**src/rtl/dmem_pkg.sv**
```systemverilog
// Shared encodings for the data-memory controller: width codes, error causes,
// FSM states and the store byte-lane enable lookup.
package dmem_pkg;

  localparam logic [1:0] W_BYTE = 2'b00;
  localparam logic [1:0] W_HALF = 2'b01;
  localparam logic [1:0] W_WORD = 2'b10;
  localparam logic [1:0] W_INV  = 2'b11;

  localparam logic [1:0] ERR_NONE  = 2'b00;
  localparam logic [1:0] ERR_MISAL = 2'b01;
  localparam logic [1:0] ERR_RANGE = 2'b10;
  localparam logic [1:0] ERR_ILL   = 2'b11;

  typedef enum logic [1:0] {
    S_IDLE    = 2'b00,
    S_RD_WAIT = 2'b01,
    S_DONE    = 2'b10
  } state_e;

  function automatic logic [3:0] lane_en(input logic [1:0] width, input logic [1:0] off);
    case (width)
      W_BYTE:  return 4'b0001 << off;
      W_HALF:  return off[1] ? 4'b1100 : 4'b0011;
      W_WORD:  return 4'b1111;
      default: return 4'b0000;
    endcase
  endfunction

endpackage

```
**src/rtl/dmem_lane_align.sv**
```systemverilog
// Byte-lane steering: replicates store data across lanes with matching byte
// enables, and extracts/extends a load result from the returned SRAM word.
module dmem_lane_align
  import dmem_pkg::*;
(
  input  logic [1:0]  st_width,
  input  logic [1:0]  st_off,
  input  logic [31:0] st_data,
  output logic [3:0]  st_be,
  output logic [31:0] st_wdata,
  input  logic [1:0]  ld_width,
  input  logic        ld_unsigned,
  input  logic [1:0]  ld_off,
  input  logic [31:0] ld_word,
  output logic [31:0] ld_data
);

  logic [31:0] shifted;
  logic        sext;

  always_comb begin
    st_be = lane_en(st_width, st_off);
    case (st_width)
      W_BYTE:  st_wdata = {4{st_data[7:0]}};
      W_HALF:  st_wdata = {2{st_data[15:0]}};
      default: st_wdata = st_data;
    endcase
  end

  // Selected lane lands in the low bits; the sign bit depends on the width.
  always_comb begin
    shifted = ld_word >> {ld_off, 3'b000};
    sext    = 1'b0;
    case (ld_width)
      W_BYTE: begin
        sext    = ~ld_unsigned & shifted[7];
        ld_data = {{24{sext}}, shifted[7:0]};
      end
      W_HALF: begin
        sext    = ~ld_unsigned & shifted[15];
        ld_data = {{16{sext}}, shifted[15:0]};
      end
      default: ld_data = shifted;
    endcase
  end

endmodule

```
**src/rtl/dmem_ctrl.sv**
```systemverilog
// Data-memory controller behind the MEM stage: posts stores in one cycle,
// stalls loads until SRAM data returns, and flags bad requests.
module dmem_ctrl
  import dmem_pkg::*;
#(
  parameter logic [31:0] BASE_ADDR   = 32'h0000_1000,
  parameter int          DEPTH_WORDS = 4096,
  parameter int          RD_LAT      = 1,
  localparam int         AW          = $clog2(DEPTH_WORDS)
) (
  input  logic          clk,
  input  logic          rst_n,
  input  logic          req_re,
  input  logic          req_we,
  input  logic [1:0]    req_width,
  input  logic          req_unsigned,
  input  logic [31:0]   req_addr,
  input  logic [31:0]   req_wdata,
  output logic          stall_out,
  output logic          load_valid,
  output logic [31:0]   load_data,
  output logic          err_out,
  output logic [1:0]    err_cause,
  output logic          sram_en,
  output logic [3:0]    sram_we,
  output logic [AW-1:0] sram_addr,
  output logic [31:0]   sram_wdata,
  input  logic [31:0]   sram_rdata
);

  localparam logic [31:0] SPAN     = 32'(DEPTH_WORDS * 4);
  localparam logic [1:0]  CNT_INIT = 2'(RD_LAT - 1);

  state_e      state_q, state_d;
  logic [1:0]  cnt_q, cnt_d;
  logic [1:0]  width_q, off_q;
  logic        uns_q;
  logic [31:0] rdata_q;
  logic        err_q;
  logic [1:0]  cause_q;

  logic [31:0] off_full;
  logic        illegal, misal, oor;
  logic [1:0]  cause;
  logic        sample, good, st_go, ld_go;
  logic [3:0]  st_be;
  logic [31:0] st_wdata, ld_data;

  always_comb begin
    off_full = req_addr - BASE_ADDR;
    illegal  = (req_re & req_we) | (req_width == W_INV);
    misal    = ((req_width == W_HALF) & req_addr[0]) |
               ((req_width == W_WORD) & (req_addr[1:0] != 2'b00));
    oor      = (req_addr < BASE_ADDR) | (off_full >= SPAN);
    if (illegal)    cause = ERR_ILL;
    else if (misal) cause = ERR_MISAL;
    else if (oor)   cause = ERR_RANGE;
    else            cause = ERR_NONE;
    // rst_n gates the input-driven paths so outputs read 0 throughout reset.
    sample = rst_n & (state_q == S_IDLE) & (req_re | req_we);
    good   = sample & (cause == ERR_NONE);
    st_go  = good & req_we;
    ld_go  = good & req_re;
  end

  dmem_lane_align u_align (
    .st_width    (req_width),
    .st_off      (req_addr[1:0]),
    .st_data     (req_wdata),
    .st_be       (st_be),
    .st_wdata    (st_wdata),
    .ld_width    (width_q),
    .ld_unsigned (uns_q),
    .ld_off      (off_q),
    .ld_word     (rdata_q),
    .ld_data     (ld_data)
  );

  always_comb begin
    state_d    = state_q;
    cnt_d      = cnt_q;
    stall_out  = 1'b0;
    load_valid = 1'b0;
    load_data  = '0;
    sram_en    = 1'b0;
    sram_we    = '0;
    sram_addr  = '0;
    sram_wdata = '0;
    case (state_q)
      S_IDLE: begin
        if (st_go) begin
          sram_en    = 1'b1;
          sram_we    = st_be;
          sram_addr  = off_full[AW+1:2];
          sram_wdata = st_wdata;
        end else if (ld_go) begin
          sram_en   = 1'b1;
          sram_addr = off_full[AW+1:2];
          stall_out = 1'b1;
          cnt_d     = CNT_INIT;
          state_d   = S_RD_WAIT;
        end
      end
      S_RD_WAIT: begin
        stall_out = 1'b1;
        if (cnt_q == 2'd0) state_d = S_DONE;
        else               cnt_d   = cnt_q - 2'd1;
      end
      S_DONE: begin
        load_valid = 1'b1;
        load_data  = ld_data;
        state_d    = S_IDLE;
      end
      default: state_d = S_IDLE;
    endcase
  end

  always_ff @(posedge clk or negedge rst_n) begin
    if (!rst_n) begin
      state_q <= S_IDLE;
      cnt_q   <= '0;
      width_q <= '0;
      off_q   <= '0;
      uns_q   <= 1'b0;
      rdata_q <= '0;
      err_q   <= 1'b0;
      cause_q <= ERR_NONE;
    end else begin
      state_q <= state_d;
      cnt_q   <= cnt_d;
      err_q   <= sample & (cause != ERR_NONE);
      cause_q <= (sample & (cause != ERR_NONE)) ? cause : ERR_NONE;
      if (ld_go) begin
        width_q <= req_width;
        off_q   <= req_addr[1:0];
        uns_q   <= req_unsigned;
      end
      if ((state_q == S_RD_WAIT) && (cnt_q == 2'd0)) rdata_q <= sram_rdata;
    end
  end

  assign err_out   = err_q;
  assign err_cause = cause_q;

endmodule

```
**config.mk**
```make
export PLATFORM = sky130hd
export DESIGN_NAME = dmem_ctrl
export DESIGN_NICKNAME = d
export VERILOG_FILES = /design/src/rtl/dmem_pkg.sv /design/src/rtl/dmem_lane_align.sv /design/src/rtl/dmem_ctrl.sv
export SDC_FILE = /design/constraint.sdc
export NUM_CORES = 1
export LEC_CHECK = 0
export ABC_CLOCK_PERIOD_IN_PS = 4200
export BUFFER_PORTS_ARGS = -buffer_cell sky130_fd_sc_hd__clkbuf_2
export CAP_MARGIN = 25
export CORE_MARGIN = 3
export CORE_UTILIZATION = 50
export DETAILED_ROUTE_END_ITERATION = 10
export GPL_TIMING_DRIVEN = 0
export PLACE_DENSITY = 0.87
export SYNTH_ARGS = -nofsm -noshare
export SYNTH_HDL_FRONTEND = slang
export SYNTH_SLANG_ARGS = --single-unit
export TNS_END_PERCENT = 30
```
**constraint.sdc**
```tcl
create_clock -name clk -period 4.2 [get_ports clk]
set_input_delay 0.21 -clock clk [delete_from_list [all_inputs] [get_ports clk]]
set_output_delay 0.21 -clock clk [all_outputs]
set_load 0.05 [all_outputs]
```
# Yosys cells after proc, flatten, opt, wreduce, memory -nomap -nowiden
# Index checks and enable logic that the tools add are counted.
# word_totals
ff_bits	44
in_bits	103
output_inout_bits	86
# classes
eq_ne	10
n_lt_le_gt_ge	2
reduce_logical	11
n_shift	2
n_bitwise	16
addsub	2
muxes	30
# ops
cell	n
$pmux W32 S2	2
$mux W32	3
$mux W12	3
$ge A32 B15 Y1 const B	1
$lt A32 B13 Y1 const B	1
$shr A32 B5 Y32	1
$sub A32 B13 Y32 const B	1
$mux W2	10
$mux W4	3
$pmux W4 S3	1
$and A1 B1 Y1	11
$logic_not A2 Y1	5
$ne A2 B2 Y1 const B	4
$pmux W2 S2	2
$eq A2 B1 Y1 const B	3
$eq A2 B2 Y1 const B	3
$reduce_bool A2 Y1	3
$mux W1	5
$or A1 B1 Y1	4
$reduce_and A4 Y1	1
$shl A1 B2 Y4 const A	1
$reduce_and A3 Y1	1
$pmux W1 S2	1
$sub A2 B1 Y2 const B	1
2 further kinds	2

# Depth between registers and ports, before layout
# depth
ltp_word	12
depth_mapped	9
depth_no_buf	8

# Modules after synthesis
# Synthesis repeated with hierarchy kept, for this count alone.
# hier_totals
cells_unflattened	452
hier_area_um2	4006.3
# modules_own_cells
mod	area_per_inst_um2	instances	cells_per_inst
dmem_ctrl	2827.7	1	278
dmem_lane_align	1178.6	1	174

# Worst setup path before layout
# No wires, ideal clock.
# synth_path
path_kind	input -> output
startpoint	input req_addr[20]
endpoint	output sram_addr[10]
arrival_ns	3.265
stages	7
path_slack_ns	0.725
n_path_buf	1
path_cell_list	nor3_1 > nand4b_2 > or4_1 > a2111oi_4 > nand3_2 > buf_4 > nor3_1
# synth_between
elab_chain_cells	12
# synth_rtl
item	line_no	source
start: declaration	dmem_ctrl.sv:17	input logic [31:0] req_addr,
$sub A32 B13 Y32	dmem_ctrl.sv:50	off_full = req_addr - BASE_ADDR;
$ge A32 B15 Y1	dmem_ctrl.sv:54	oor = (req_addr < BASE_ADDR) | (off_full >= SPAN);
$or A1 B1 Y1 *	dmem_ctrl.sv:54	
$mux W2 *	dmem_ctrl.sv:57	else if (oor) cause = ERR_RANGE;
$mux W2 *	dmem_ctrl.sv:56	else if (misal) cause = ERR_MISAL;
$mux W2 *	dmem_ctrl.sv:55	if (illegal) cause = ERR_ILL;
$logic_not A2 Y1 *	dmem_ctrl.sv:61	good = sample & (cause == ERR_NONE);
$and A1 B1 Y1 *	dmem_ctrl.sv:61	
$and A1 B1 Y1	dmem_ctrl.sv:63	ld_go = good & req_re;
$mux W12	dmem_ctrl.sv:96	end else if (ld_go) begin
$mux W12 *	dmem_ctrl.sv:91	if (st_go) begin
$mux W12 *	dmem_ctrl.sv:89	case (state_q)
end: declaration	dmem_ctrl.sv:26	output logic [AW-1:0] sram_addr,
# Mark *: on every way between the ends. The rest lies on a longest branch, timed or not.

# Worst setup path after layout
# layout_path
startpoint	input req_addr[20]
endpoint	output sram_we[0]
# layout_between
elab_chain_cells	11
# layout_rtl
item	line_no	source
$sub A32 B13 Y32	dmem_ctrl.sv:50	
$ge A32 B15 Y1	dmem_ctrl.sv:54	
$or A1 B1 Y1 *	dmem_ctrl.sv:54	
$mux W2 *	dmem_ctrl.sv:57	
$mux W2 *	dmem_ctrl.sv:56	
$mux W2 *	dmem_ctrl.sv:55	
$logic_not A2 Y1 *	dmem_ctrl.sv:61	
$and A1 B1 Y1 *	dmem_ctrl.sv:61	
$and A1 B1 Y1 *	dmem_ctrl.sv:62	st_go = good & req_we;
$mux W4 *	dmem_ctrl.sv:91	
$mux W4 *	dmem_ctrl.sv:89	
end: declaration	dmem_ctrl.sv:25	output logic [3:0] sram_we,
# Marked as above.

==> flow_summary_export.csv <==
group,metric,value,unit
run_status,status,"completed",
final_layout,areaGrowthSynthToFinish,32.4,%
worst_setup_path,endpoint_kind,"primary output",
sta,worstMarginPinSlew,0.766,ns
synthesis,avgSynthCellArea,7.24,um^2
clock_network,clockBufferDepth,2,
placed_design,gp_congestion,0.957,
worst_setup_path,rrSetupSlack,2.21,ns
worst_setup_path,r2r-start,"cnt_q[1]",
synthesis,yosysSeqAreaShare,0.303,
worst_setup_path,r2r-end,"rdata_q[16]",
synthesis,synth.distinct_cells,54,
sta,hold_viol_final,0,
sta,fin_tns_setup,0,ns
worst_setup_path,r2r_cells,7,
sta,setup_viol,0,
placed_design,io_buffers,187,
grt,grt_pass1_wl,20300,um
synthesis,synth_top_family_by_area,"simple AND/OR/NAND/NOR gates",
detailed_routing,via_per_inst,5.56,
synthesis,synth-main-ff-cell,"dfrtp_1",
floorplanning,die-area,8320,um^2
synthesis,synthCells,502,
power,pwr-share-comb,0.201,
power,intPower,0.000651,W
synthesis,ys_async_sr_fraction,1.00,
placed_design,dp_hpwl,10000,um
detailed_routing,drt_first_pass_iters,4,
sta,skew,0.0133,ns
clock_network,clkTransAtPathRegs,0.09,ns
power,netSwitchingPower,0.000268,W
detailed_routing,drt_iter0_drc,256,
grt,grt_pass1_vias,4249,
power,cellPowerDensity,191,nW/um^2
worst_setup_path,arrival,3.12,ns
sta,min_period,3.33,ns
synthesis,synthMuxAreaShare,0.110,
clock_network,clk_latency,0.31,ns
clock_network,post_cts_resized,0,
detailed_routing,avgRoutedWirePerCell,16.0,um
sta,clock.fmax,300,MHz
final_layout,drive_gt1_frac,0.329,
worst_setup_path,crit_type,"in2out",
synthesis,synth_nets,607,
sta,timing.final.crit_share,0.793,
flow_run,drv_cap,0,
power,power_frac_clock,0.302,
sta,whs,0.0851,ns
final_layout,antenna_cells,0,
power,leakagePower,2.55,nW
floorplanning,die-height,91.2,um
power,peakVddDrop,0.130,mV
synthesis,synth-xor-area-share,0.00241,
clock_network,numCtsBuffers,5,
synthesis,ys.warnings.count,0,
sta,rsz0062_at_grt,"no",
worst_setup_path,timing.critical_path.from,"req_addr[20]",
clock_network,post_cts_buffers,0,
detailed_routing,antenna_left,0,
floorplanning,pin_count,189,
power,swShare,0.292,
clock_network,cts_tree,"built",
clock_network,cts_hold_buf,1,
grt,gr-total-overflow,0,
power,seq_power_share,0.497,
synthesis,synth_compound_area_frac,0.194,
detailed_routing,post-route-drc-count,0,
synthesis,synthAdderAreaFrac,0.00689,
clock_network,clkSinkCount,44,
worst_hold_path,min_path_type,"in2reg",
detailed_routing,vias,4417,
floorplanning,core-area,6910,um^2
detailed_routing,postRouteWirelength,12700,um
synthesis,synth-edff-count,0,
synthesis,synth_area,3630,um^2
worst_setup_path,worst_setup_path_start_kind,"primary input",
clock_network,clock-root-buffer,"clkbuf_8",
grt,grt_usage,0.299,
floorplanning,start_util,0.526,
worst_setup_path,endpoint,"sram_we[0]",
final_layout,fin_nets,803,
grt,antenna_found_initial,0,
synthesis,yosys_register_bits,44,
floorplanning,dieWidth,91.2,um
sta,slew_viol_final,0,
synthesis,yosys.area_share.simple,0.316,
sta,relSlewSlack,0.489,
final_layout,final_util,0.697,
clock_network,htree_num_levels,2,
power,totalPowerFinal,0.000919,W
worst_setup_path,cp_data_required_time,3.99,ns
floorplanning,rows,30,
grt,grt_max_degree,30,
worst_setup_path,crit_path_max_fanout,10,
## state kept, by name, summed over array words and instances, names as in the netlist
name / count
err_out: 1
off_q: 2
rdata_q: 32
uns_q: 1
err_cause: 2
width_q: 2
state_q: 2
cnt_q: 2
## area by class of cell
class | instances | area [um^2]
plain buffers | 33 | 131
clock buffers | 6 | 82.6
clock inverters | 2 | 10.0
fillers | 610 | 2100
inverters | 31 | 116
multi-input cells | 394 | 2280
flip-flops and latches | 44 | 1100
well taps | 96 | 120
repair buffers | 189 | 966
## power groups by stage
stage | logic [W] | registers, W | clock network, W
floorplan | 0.0000849 | 0.000466 | 0
global placement | 0.000173 | 0.000464 | 0
detailed placement | 0.000182 | 0.000465 | 0
CTS | 0.000183 | 0.000456 | 0.000278
global route | 0.000205 | 0.000459 | 0.000299
finish | 0.000185 | 0.000457 | 0.000277
## worst min-delay path by stage
stage                        start          end  slack (ns)  depth (start not counted)
global route        sram_rdata[14]  rdata_q[14]        0.09                          3
global placement     sram_rdata[6]   rdata_q[6]        0.40                          3
detailed placement           rst_n  rdata_q[14]        0.18                          1
CTS                 sram_rdata[14]  rdata_q[14]        0.09                          3
finish              sram_rdata[14]  rdata_q[14]        0.09                          3
floorplan                    rst_n     cnt_q[0]       -0.09                          0
## kinds of logic after synthesis
group,after synthesis
DFF,44
adders and majority gates,2
AOI/OAI and AO/OA,107
xor gates and xnor gates,1
buffers and inverters,64
and+or+nand+nor,245
muxes,39
## routing by layer
layer  vias to the layer above  GRT usage  wire (um)
li1                       2089          -          -
met1                      2028      0.342       4820
met5                         -          0          0
met2                       255      0.529       6350
met4                         0      0.144        554
met3                        45     0.0613        977
## metrics by stage
stage	worst slack, ns	cells	cell area (um^2)
2_1_floorplan	0.725	502	3630
3_3_place_gp	0.963	785	4690
3_5_place_dp	0.892	786	4710
4_1_cts	0.872	795	4810
5_1_grt	0.618	795	4810
6_report	0.871	795	4810
## worst max-delay path: stages
cell and delay (ns):
clkbuf_2 0.08, nor3_1 0.37, nand4b_2 0.27, or4_1 0.62
a2111oi_4 0.58, nand4_4 0.24, buf_2 0.28, nor2_1 0.16
clkbuf_2 0.31
## synthesized netlist by cell type, types with 3 or more instances
cell      count  area (um^2)
nor3_1       10         50.1
o21ai_0      23          115
clkbuf_1     25         93.8
buf_1         4         15.0
o21a_1        9         67.6
nor3_2        8         80.1
nor2_1       56          210
mux2_2        6         67.6
nand4b_1      3         26.3
or3_1         5         31.3
buf_2         3         15.0
nand2b_1      3         18.8
nor2b_1       9         56.3
a21oi_1      37          185
mux2i_1      33          330
nand2_1     133          499
inv_1        31          116
a21oi_2       4         35.0
dfrtp_1      44         1100
a211oi_1     14          105
## cell usage in the layout, fill, tap and decap left out, types with 3 or more instances in the layout
| cell type | count |
|---|---|
| clkbuf_8 | 6 |
| mux2i_1 | 33 |
| dfrtp_1 | 44 |
| or3_1 | 5 |
| clkbuf_2 | 187 |
| inv_1 | 31 |
| a211oi_1 | 14 |
| nor3_1 | 10 |
| nor2_1 | 56 |
| nand4b_1 | 3 |
| clkbuf_1 | 25 |
| o21ai_0 | 23 |
| a21oi_2 | 4 |
| nand2_1 | 133 |
| buf_1 | 4 |
| nor2b_1 | 9 |
| o21a_1 | 9 |
| nor3_2 | 8 |
| mux2_2 | 6 |
| buf_2 | 3 |
| nand2b_1 | 3 |
| a21oi_1 | 37 |
Power figures use the tool's default switching activity.
